[config.mk]
export PLATFORM = sky130hd
export DESIGN_NAME = instr_fetch
export DESIGN_NICKNAME = d
export VERILOG_FILES = /design/src/rtl/instr_fetch.sv
export SDC_FILE = /design/constraint.sdc
export NUM_CORES = 1
export LEC_CHECK = 0
export CAP_MARGIN = 25
export CORE_ASPECT_RATIO = 0.8
export CORE_MARGIN = 10
export CORE_UTILIZATION = 40
export DETAILED_ROUTE_END_ITERATION = 7
export PLACE_DENSITY = 0.73
export SYNTH_ARGS = -nofsm -noshare
export SYNTH_HDL_FRONTEND = slang
export SYNTH_SLANG_ARGS = --single-unit
[constraint.sdc]
create_clock -name clk -period 2.2 [get_ports clk]
set_input_delay 0.66 -clock clk [delete_from_list [all_inputs] [get_ports clk]]
set_output_delay 0.66 -clock clk [all_outputs]
set_load 0.01 [all_outputs]
[src/rtl/instr_fetch.sv]
// Instruction fetch stage: holds the PC, fetches 32-bit words over a req/ack
// instruction-memory port, latches them into IR and selects the next PC when
// the current instruction is accepted downstream.
//
// state | meaning
// IDLE  | after reset; no request outstanding, IR not valid
// FETCH | imem_req high at address pc, waiting for imem_ack
// VALID | IR holds the instruction at pc; held while stall is high
module instr_fetch #(
  parameter int              PC_W     = 8,
  parameter logic [PC_W-1:0] RESET_PC = '0
) (
  input  logic            clk,
  input  logic            rst,
  output logic            imem_req,
  output logic [PC_W-1:0] imem_addr,
  input  logic            imem_ack,
  input  logic [31:0]     imem_rdata,
  input  logic            stall,
  input  logic            branch,
  input  logic            jmp,
  input  logic            zero,
  output logic            instr_valid,
  output logic [PC_W-1:0] pc,
  output logic [5:0]      op,
  output logic [4:0]      rs,
  output logic [4:0]      rt,
  output logic [4:0]      rd,
  output logic [5:0]      funct,
  output logic [15:0]     imm,
  output logic [15:0]     instr_count
);

  typedef enum logic [1:0] {IDLE, FETCH, VALID} state_t;

  state_t          state;
  logic [31:0]     ir;
  logic [PC_W-1:0] pc_q;
  logic [PC_W-1:0] next_pc;
  logic [15:0]     count_q;
  logic            req_q;
  logic            valid_q;

  // Next-PC select; the branch offset wraps modulo 2^PC_W, so a large low
  // field acts as a negative displacement without explicit sign extension.
  always_comb begin
    next_pc = pc_q + PC_W'(1);
    if (jmp) begin
      next_pc = ir[PC_W-1:0];
    end else if (branch && zero) begin
      next_pc = pc_q + PC_W'(1) + ir[PC_W-1:0];
    end
  end

  // Fetch FSM with registered handshake/valid outputs, PC, IR and counter.
  always_ff @(posedge clk or posedge rst) begin
    if (rst) begin
      state   <= IDLE;
      pc_q    <= RESET_PC;
      ir      <= '0;
      count_q <= '0;
      req_q   <= 1'b0;
      valid_q <= 1'b0;
    end else begin
      case (state)
        IDLE: begin
          state   <= FETCH;
          req_q   <= 1'b1;
          valid_q <= 1'b0;
        end
        FETCH: begin
          if (imem_ack) begin
            ir      <= imem_rdata;
            state   <= VALID;
            req_q   <= 1'b0;
            valid_q <= 1'b1;
          end
        end
        VALID: begin
          if (!stall) begin
            pc_q    <= next_pc;
            state   <= FETCH;
            req_q   <= 1'b1;
            valid_q <= 1'b0;
            if (count_q != 16'hFFFF) begin
              count_q <= count_q + 16'd1;
            end
          end
        end
        default: begin
          state   <= IDLE;
          req_q   <= 1'b0;
          valid_q <= 1'b0;
        end
      endcase
    end
  end

  assign imem_req    = req_q;
  assign imem_addr   = pc_q;
  assign instr_valid = valid_q;
  assign pc          = pc_q;
  assign instr_count = count_q;
  assign op          = ir[31:26];
  assign rs          = ir[25:21];
  assign rt          = ir[20:16];
  assign rd          = ir[15:11];
  assign funct       = ir[5:0];
  assign imm         = ir[15:0];

endmodule

Yosys cells after proc, flatten, opt, wreduce, memory -nomap -nowiden. Index checks and enable logic that the tools add are counted.

Add/sub/neg operators: 3. Equality and inequality tests: 5. Multiplexer cells: 11. Bitwise logic cells: 1. Reductions and logical operators: 6.

Operators by type and width (count): adder 16 x 1 -> 16 bit, second input constant (1); two-way mux 8 bit (2); inequality test 16 bit, second input constant (1); adder 8 x 1 -> 8 bit, second input constant (1); adder 8 bit (1); case mux 2 bit (3 select lines) (1); AND reduction 2 bit (3); two-way mux 1 bit (4); two-way mux 2 bit (2); inequality test 2 bit, second input constant (2); case mux 1 bit (3 select lines) (1); AND reduction 3 bit (1); equality test 2 x 1 -> 1 bit, second input constant (1); equality test 2 bit, second input constant (1); logical NOT 2 bit (1); case mux 1 bit (2 select lines) (1); logical AND 1 bit (1); inverter 1 bit (1).

Flip-flop bits (word level): 60. Input bits: 39. Output and inout bits: 77. Word-level logic and storage cells: 32.

Logic depth before layout (Yosys ltp).
Depth after elaboration: 4. Mapped depth: 10. Mapped depth without buffers: 10.

Worst setup path after synthesis. No wires, ideal clock.

Path type: reg-to-reg. Start: reg pc_q[0], in the netlist imem_addr[0]. End: reg pc_q[7], in the netlist imem_addr[7]. Setup time: 103 ps. Arrival: 2173 ps. Required time: 2097 ps. Slack: -76 ps. Cell stages (with the launch flop): 9. Path buffers: 0. Clock period less this slack: 2276 ps. Cells stage by stage: dfrtp_1 -> ha_1 -> nand3_1 -> xnor2_1 -> ha_1 -> or4_4 -> o22ai_2 -> xnor2_1 -> o41ai_2.

Longest elaborated chain between the ends: 4.

RTL lines: start: declaration (RTL line 38) `logic [PC_W-1:0] pc_q;`; start signal: assignment (RTL line 81) `pc_q <= next_pc;`; adder 8 x 1 -> 8 bit (*) (RTL line 47, 51); adder 8 bit (RTL line 51) `next_pc = pc_q + PC_W'(1) + ir[PC_W-1:0];`; two-way mux 8 bit (*) (RTL line 50) `end else if (branch && zero) begin`; two-way mux 8 bit (*) (RTL line 48) `if (jmp) begin`.

Every way passes the cells marked *; elsewhere a longest branch is shown, timed or not. A chain may end at the register's enable or synchronous reset.

Final worst setup path. Same ends and word-level chain as after synthesis.

==> metrics <==
vias per std cell=5.00; total track usage=14.7%; met2 wire length=3.97 mm; clock root buffer=clkbuf_8; Critical Path Start=imem_addr[0]; CTS tree=built; total gr overflow=0; 1st-iter DRT viols=116; Top FF cell, synth=dfrtp_1; DRC violations left=0; Diodes inserted=0; dpl cells=500; startpoint type of the worst setup path=register; unrepaired setup endpoints after global routing=yes; cts hold-fix bufs=0; number of global-route vias before repair=2653; Final Slew Violations=0; worst r2r src=imem_addr[0]; Die ar.=0.0116 mm^2; fin cells=519; Slew Limit Headroom=70.1%; clk buf depth=2; final instance area=0.00474 mm^2; worst slack, placed=-0.177 ns; max cap viols=0; Die Span X=118 um; # clock sinks=58; Syn-to-layout area delta=53.9%; synth warn=0; Final ANT Viol Nets=0; CTS Buf Count=9; largest net degree at the start of global routing=25; WP data arrival=2.41 ns; cell row count=28; synthesized cell area=0.00308 mm^2; number of synthesized flops with an enable pin=0; Worst-Margin Slew=0.448 ns; Synth area leaders=dfrtp_1 (47%), mux2_2 (8.4%), buf_4 (4.6%); clk_lat worst skew=0.33 ns; Peak VDD IR=669 uV; WL met3=853 um; post-synth top area share=47.1%; reg2reg end=imem_addr[7]; min cycle time layout=2.18 ns; Worst Setup Path Type=register to register; Fin Clk Skew=0.00894 ns; f_max=458 MHz; count leader, synth=dfrtp_1; top cells by count, synth=dfrtp_1 (58), mux2_2 (23), buf_4 (19); final hold vios=0; Mapped Cells=280; Layout Utilization=63.5%; Seq/Total Area, Yosys=47.1%; R2R setup slack=0.02 ns; initial antenna violation count=0; Pwr Density=1460 mW/mm^2; HP Class=register to register; I/O pin cnt=116; IO buf count=115; Async S/R FF share, synth=100%; placed inst area=0.00442 mm^2; leading area contributor after synthesis=dfrtp_1; post-synth net total=330; Clk pin slew, worst setup/hold paths=0.06 ns; Initial Utilization=41.3%; post-synthesis register bit count=58; R2R depth=8; fill count=633; syn avg cell area=11.0 um^2; Core ar.=0.00746 mm^2; worst setup margin=0.0158 ns; endpoints failing setup=0; DR WL/cell=17.0 um; worst setup path end=imem_addr[7]; final period utilization=99.3%; met1 WL=3.92 mm; Leakage=1.96 nW; final WL=8.81 mm; worst path required time=2.43 ns; CTS HTree Levels=3; Worst Path Max Fanout=5; Highest Signal Layer=met4; DP HPWL=6.77 mm; RePlAce Congestion=0.856; First-pass DRT Iterations=4; routed vias=2593; count of cell types in the netlist=42; nets=459; first-pass GRT wire length=14.0 mm; Chip Height=98.5 um; Critical Path End Type=register; status=finished clean; share of post-route cells with drive strength above 1=22.2%
## per-stage QoR
| stage | power (mW) | hold slack, ns | TNS, ns |
|---|---|---|---|
| 5_1_grt | 7.43 | 0.508 | -0.268 |
| 3_5_place_dp | 5.63 | 0.483 | -0.728 |
| 4_1_cts | 6.80 | 0.497 | -0.0000455 |
| 2_1_floorplan | 3.92 | 0.534 | -0.00520 |
| 3_3_place_gp | 5.55 | 0.474 | -0.300 |
| 6_report | 6.93 | 0.489 | 0 |
## critical path, stage by stage (launching register included)
cell     delay, ns
dfrtp_2       0.44
and3_4        0.20
nand3_2       0.10
xnor2_2       0.18
ha_2          0.19
or4_4         0.48
o22ai_2       0.14
xnor2_1       0.10
o41ai_2       0.26
## timing repair
item	CTS	global route
endpoints found under the setup margin	2	4
gates resized for setup	3	15
pin swaps	0	4
setup buffers	1	2
## where the power goes
| part | leakage [nW] | internal, mW | switching (mW) |
|---|---|---|---|
| registers | 0.711 | 1.50 | 0.409 |
| logic | 1.14 | 2.29 | 1.64 |
| clock network | 0.109 | 0.665 | 0.430 |
## layout make-up
class                           instances  area [um^2]  share of cell area, %
Multi-Input combinational cell        192         1520                   32.1
Sequential cell                        58         1460                   30.7
Timing Repair Buffer                  144         1390                   29.4
Clock buffer                           11          141                   2.98
Tap cell                              105          131                   2.77
Clock inverter                          5         77.6                   1.64
Inverter                                4         18.8                  0.396
## cell usage in the layout (no fill, tap or decap), types with 4 or more instances in the layout
cell	count
clkdlybuf4s50_1	115
dfrtp_1	54
buf_4	27
mux2_2	23
nand2_1	16
nor2_1	15
xnor2_1	13
o21ai_0	12
a21oi_1	12
mux2_1	10
clkbuf_8	10
xor2_1	8
nor3_1	8
nand4_1	7
nand3_1	7
ha_1	7
and3_1	4
nand2b_1	4
dfrtp_2	4
## cells by family (layout without fill, tap and decap cells)
kind of cell / Yosys count / after routing / share of synthesized area, %
adders and majority gates: 11 / 11 / 4.71
DFF: 58 / 58 / 47.1
buffers and inverters: 30 / 164 / 6.05
muxes: 35 / 35 / 12.7
xor gates and xnor gates: 23 / 23 / 6.54
and+or+nand+nor: 79 / 79 / 13.4
AOI/OAI and AO/OA: 44 / 44 / 9.46
## flip-flops by register name, summed over array words and instances, names as in the netlist
signal / count
ir: 32
imem_addr: 8
instr_count: 16
state: 1
instr_valid: 1
## routing by layer
metal  up-vias  global-route usage (%)
li1       1241                       -
met1      1249                    18.6
met2        96                    22.1
met3         7                    7.30
met4         0                    3.51
met5         -                       0
## how the worst min path moves through the flow
stage / start / to / slack [ns] / cells after the start
2_1_floorplan: ir[10] / ir[10] / 0.53 / 1
4_1_cts: ir[31] / ir[31] / 0.50 / 1
6_report: ir[31] / ir[31] / 0.49 / 1
5_1_grt: ir[31] / ir[31] / 0.51 / 1
3_5_place_dp: ir[31] / ir[31] / 0.48 / 1
3_3_place_gp: ir[10] / ir[10] / 0.47 / 1
Note: power is estimated with default switching activity, not from simulation.
==> edit 1 (same flow settings) <==
The 3 states of `state_t` get a one-hot encoding in 3 bits.
--- a/src/rtl/instr_fetch.sv
+++ b/src/rtl/instr_fetch.sv
@@ -32,5 +32,5 @@
 );
 
-  typedef enum logic [1:0] {IDLE, FETCH, VALID} state_t;
+  typedef enum logic [2:0] {IDLE = 3'b001, FETCH = 3'b010, VALID = 3'b100} state_t;
 
   state_t          state;
Function: same outputs for any inputs over 10 cycles, from zero or initial values and one cycle with rst high; not proved beyond that.
==> edit 1 against the original RTL <==
The flow now finishes with violations (negative setup slack). Worst hold slack better by 17 ps. Synthesized area grew 1.6%. Count of clock-buffer cells in the layout is 1 higher. Worst setup slack lost 400 ps. Final area grew 5.2%. Sequential share of layout area fell by 0.54 points. Sequential cell count rose by 2. Wire length is 1.5% higher. Power decreased by 5.1%. Maximum frequency decreased by 16%. Largest power group unchanged.
==> edit 1: results (changes against the original RTL) <==
| Metric | Value |
|---|---|
| Fillers | `623 (-1.6%)` |
| Met2 WL | `4.28 mm (+7.8%)` |
| Maximum vdd drop | `0.000600 V (-10%)` |
| Met3 Usage GRT | `7.80% (+0.50 points)` |
| Placed Area | `0.00462 sq mm (+4.7%)` |
| Number of global-route vias before repair | `2844 (+7.2%)` |
| First-pass GRT wire length | `14.6 mm (+3.8%)` |
| Placed insts | `520 (+4.0%)` |
| DRT Pass-1 Iters | `5 (+1)` |
| Met1 wire length | `3.78 mm (-3.6%)` |
| Crit-path slowest cell | `dfrtp_2` |
| Setup violations, final | `3 (+3)` |
| Clk pwr share | `13.4% (-2.4 points)` |
| Critical path's largest stage delay | `430 ps (-50 ps)` |
| WL final | `8.94 mm (+1.5%)` |
| Largest cells by area after synthesis | `dfrtp_1 (47%), mux2_2 (12%), buf_4 (4.6%)` |
| M1 GR Usage | `17.1% (-1.4 points)` |
| Detail Route met3 WL | `803 microns (-5.9%)` |
| Drt via density | `4.86 (-2.7%)` |
| Final net count | `479 (+4.4%)` |
| Sequential fraction of the synthesis area | `48.0% (+0.89 points)` |
| Outcome | `finished, violations left` |
| P_int | `4.21 mW (-5.4%)` |
| Final cell count without fillers | `539 (+3.9%)` |
| Complex-gate fraction of the synthesized area | `8.43% (-1.0 points)` |
| Layout cells sized above 1 | `28.6% (+6.3 points)` |
| Failing checks | `negative setup slack` |
| Xor-xnor portion of the synthesized cell area | `6.71% (+0.18 points)` |
| Initial drt markers | `76 (-34%)` |
| Syn avg cell area | `11.0 sq um (+0.19%)` |
| Synth Area in Adders | `4.64% (-0.075 points)` |
| Total Routing Usage GR | `15.1% (+0.35 points)` |
| Worst Path Arrival | `2810 ps (+400 ps)` |
| Largest net degree at the start of global routing | `23 (-8.0%)` |
| Tot Pwr | `6.57 mW (-5.1%)` |
| Netlist cell types | `40 (-4.8%)` |
| CP max FO | `2 (-3)` |
| Comb power frac | `58.7% (+2.0 points)` |
| Mux contribution to synthesized area | `12.8% (+0.12 points)` |
| Fin Setup TNS | `-559 ps (-559 ps)` |
| Final Wtd Congestion | `0.826 (-3.5%)` |
| Final Skew | `7.68 ps (-1.25 ps)` |
| Clk Latency, worst-skew pair | `330 ps (about the same)` |
| Fin worst setup slack | `-388 ps (-404 ps)` |
| P_leak | `2.18 nW (+11%)` |
| Clk slew on worst S/H paths | `70 ps` |
| Kind of cell adding the most delay to the critical path | `compound AO/OA/AOI/OAI gates` |
| Grt met2 use | `24.6% (+2.5 points)` |
| Worst-Margin Slew | `407 ps (-41.1 ps)` |
edit 1: cell types whose count changed in the layout (fill, tap and decap cells not counted), sizes merged, moves of 4 or more:
| cell | unedited run | this run |
|---|---|---|
| buf | 29 | 46 |
| nand2 | 16 | 24 |
| clkdlybuf4s50 | 115 | 111 |
| dlymetal6s2s | 0 | 4 |
| nand3 | 9 | 13 |
| nand4 | 7 | 3 |
edit 1: cell type report:
type | instances | area, sq um | area share (%)
clock buffers | 12 | 145 | 2.91
clock inverters | 4 | 27.5 | 0.552
inverters | 5 | 18.8 | 0.376
multi-input cells | 192 | 1590 | 32.0
flip-flops and latches | 60 | 1510 | 30.2
well taps | 105 | 131 | 2.63
repair buffers | 161 | 1560 | 31.4
edit 1: path summary, 6_finish.rpt:
check	from	end	slack [ps]	cells past startpoint
worst max register to register	imem_addr[1]$_DFFE_PP0P_	imem_addr[7]$_DFFE_PP0P_	-390	11
worst min register to register	ir[8]$_DFFE_PP0P_	ir[8]$_DFFE_PP0P_	510	1
worst max-delay path	imem_addr[1]$_DFFE_PP0P_	imem_addr[7]$_DFFE_PP0P_	-390	11
min in group asynchronous	rst	ir[28]$_DFFE_PP0P_	650	2
max in group asynchronous	rst	instr_count[5]$_DFFE_PP0P_	1020	3
worst min-delay path	ir[8]$_DFFE_PP0P_	ir[8]$_DFFE_PP0P_	510	1
edit 1: kinds of logic (layout without fill, tap and decap cells):
kind of cell             after synthesis  after routing
XOR/XNOR                              24             24
buffers and inverters                 32            182
AO/OA/AOI/OAI                         42             42
AND/OR/NAND/NOR                       79             79
flip-flops                            60             60
multiplexers                          36             36
adder cells (fa/ha/maj)               11             11
edit 1: what timing repair did:
item | CTS | global route
buffers inserted | 0 | 3
pin swaps | 17 | 9
endpoints found under the setup margin | 5 | 7
resized for setup | 20 | 14
hold buffers | 0 | 0
==> edit 2 (same flow settings) <==
Made on the original files. Reset style: synchronous (`rst`), changed in one clocked block.
--- a/src/rtl/instr_fetch.sv
+++ b/src/rtl/instr_fetch.sv
@@ -54,5 +54,5 @@
 
   // Fetch FSM with registered handshake/valid outputs, PC, IR and counter.
-  always_ff @(posedge clk or posedge rst) begin
+  always_ff @(posedge clk) begin
     if (rst) begin
       state   <= IDLE;
Formal check against the unedited RTL: differs if rst is asserted again (counterexample within 4 cycles, from zero or initial values and one cycle with rst high); with rst held inactive, the same outputs for 10 cycles.
==> edit 2 against the original RTL <==
Wire length increased by 15%. Final area up 5.6%. Sequential cell count did not move. Maximum frequency down 4.7%. Worst setup slack got worse by 110 ps. Synthesized area up 0.41%. The run now ends with negative setup slack left. Worst hold slack lost 38 ps.
Power is not compared: it rests on default switching activity, and its combinational part moved more than twofold at a synthesized area within 25%.
==> edit 2: results (changes against the original RTL) <==
| Metric | Value |
|---|---|
| Outcome | `finished, violations left` |
| Failing checks | `negative setup slack` |
| HP Class | `flip-flop to flip-flop` |
| P_leak | `1.85 nW` |
| Switching component of the power | `0.635 mW` |
| Hold EP | `ir[30]$_SDFFE_PP0P_` |
| First-pass GRT wire length | `16.5 mm (+18%)` |
| CP max FO | `4 (-1)` |
| Layout cells sized above 1 | `19.5% (-2.8 points)` |
| Fillers | `594 (-6.2%)` |
| Sequential fraction of the synthesis area | `37.5% (-9.6 points)` |
| Maximum vdd drop | `0.000386 V` |
| Drt via density | `5.11 (+2.2%)` |
| Reg area | `0.00117 sq mm (-20%)` |
| CTS H-tree depth | `3 (unchanged)` |
| Largest register FFs | `32 (unchanged)` |
| Number of global-route vias before repair | `3270 (+23%)` |
| WL per Instance | `15.9 microns (-6.3%)` |
| Setup violations, final | `2 (+2)` |
| WHS Path Cells | `2 (+1)` |
| Crit-path slowest cell | `dfxtp_4` |
| Worst Path Arrival | `2550 ps (+140 ps)` |
| RR Startpoint | `imem_addr[1]$_SDFFE_PP0P_` |
| Pre-CTS setup slack | `-210 ps (-32.4 ps)` |
| Most instantiated cells after synthesis | `nand2_1 (80), dfxtp_1 (58), a21oi_1 (48), nor2_1 (31), buf_4 (19)` |
| Largest cells by area after synthesis | `dfxtp_1 (38%), nand2_1 (9.7%), a21oi_1 (7.8%)` |
| Reg2reg end | `imem_addr[4]$_SDFFE_PP0P_` |
| Max-slew violations | `0 (unchanged)` |
| Antenna diode count | `0 (unchanged)` |
| Comb. pwr | `0.427 mW` |
| Port bufs | `115 (unchanged)` |
| Placed Area | `0.00456 sq mm (+3.2%)` |
| Worst-Margin Slew | `409 ps (-38.5 ps)` |
| Biggest register | `ir` |
| Max Buffers Root-to-Sink | `2 (unchanged)` |
| DRT Pass-1 Iters | `4 (unchanged)` |
| Reg2Reg Depth | `9 (+1)` |
| Yosys warns | `0 (unchanged)` |
| Initial drt markers | `134 (+16%)` |
| Total Routing Usage GR | `16.9% (+2.1 points)` |
| Core area | `0.00746 sq mm (unchanged)` |
| Net Count, Synth | `437 (+32%)` |
| Final Skew | `8.00 ps (-0.935 ps)` |
| Seq. pwr | `1.11 mW` |
| Final Wtd Congestion | `0.842 (-1.6%)` |
| Largest net degree at the start of global routing | `27 (+8.0%)` |
| Post-DP HPWL | `7.71 mm (+14%)` |
| Post-synth ARST share | `0% (-100 points)` |
| Netlist cell types | `50 (+19%)` |
| Hold Crit Start | `ir[30]$_SDFFE_PP0P_` |
| Critical path's largest stage delay | `360 ps (-120 ps)` |
| Final net count | `574 (+25%)` |
| Fin worst setup slack | `-92.7 ps (-109 ps)` |
[edit 2: changes by cell type after synthesis, moves of 4 or more]
cell and change:
nor2_1 +15, clkbuf_1 +12, nand2_1 +64, dfrtp_1 -58, a211oi_1 +4, a211o_1 +4
dfxtp_1 +58, mux2_1 -10, nor3_1 -4, o21ai_0 -7, mux2_2 -23, a21oi_1 +36
[edit 2: repair_timing]
item                       CTS  global route
setup endpoints to repair    5             5
hold buffers                 0             0
buffers inserted             1             2
pin swaps                   11             9
gates resized for setup     22             9
[edit 2: cells by family (layout without fill, tap and decap cells)]
logic type | Yosys count | in the layout | synth area share (%)
AOI/OAI and AO/OA | 87 | 87 | 17.8
xor gates and xnor gates | 22 | 22 | 6.23
adders and majority gates | 11 | 11 | 4.69
buffers and inverters | 44 | 186 | 8.05
DFF | 58 | 58 | 37.5
muxes | 3 | 3 | 0.971
and+or+nand+nor | 162 | 162 | 24.7
[edit 2: how the worst max path moves through the flow]
stage,slack (ps),cells after the start,endpoint,startpoint
final,-90,9,imem_addr[4]$_SDFFE_PP0P_,imem_addr[1]$_SDFFE_PP0P_
after global routing,-210,10,imem_addr[7]$_SDFFE_PP0P_,imem_addr[2]$_SDFFE_PP0P_
after CTS,-100,9,imem_addr[7]$_SDFFE_PP0P_,imem_addr[2]$_SDFFE_PP0P_
after detailed placement,-210,9,imem_addr[7]$_SDFFE_PP0P_,imem_addr[0]$_SDFFE_PP0P_
after global placement,-140,10,imem_addr[7]$_SDFFE_PP0P_,imem_addr[1]$_SDFFE_PP0P_
after floorplan,-140,10,imem_addr[4]$_SDFFE_PP0P_,imem_addr[0]$_SDFFE_PP0P_
[edit 2: metal layers]
layer  vias to the layer above  part of all wire (%)  track usage (%)
li1                       1607                     -                -
met1                      1519                    43             19.4
met2                       106                    44             27.0
met3                         6                    12             9.24
met4                         0                  0.62             3.89
met5                         -                     0                0
[edit 2: critical path: cells and delay by family (launching register included)]
family | cells | cell delay (ps)
AND/OR/NAND/NOR | 3 | 630
AO/OA/AOI/OAI | 3 | 630
adder cells (fa/ha/maj) | 2 | 420
flip-flops | 1 | 360
XOR/XNOR | 1 | 180
[edit 2: layout make-up]
class	count	area share, %
inverters	4	0.300
clock inverters	4	0.950
multi-input cells	285	38.1
flip-flops and latches	58	23.4
clock buffers	12	3.32
repair buffers	166	31.3
well taps	105	2.62
[edit 2: through the flow]
step | hold slack, ps | total power [mW] | instances | setup TNS, ps
detailed placement | 447 | 1.54 | 615 | -1160
global route | 471 | 2.69 | 634 | -604
finish | 451 | 2.58 | 634 | -184
CTS | 454 | 2.59 | 632 | -151
floorplan | 481 | 1.30 | 387 | -179
global placement | 441 | 1.54 | 615 | -956
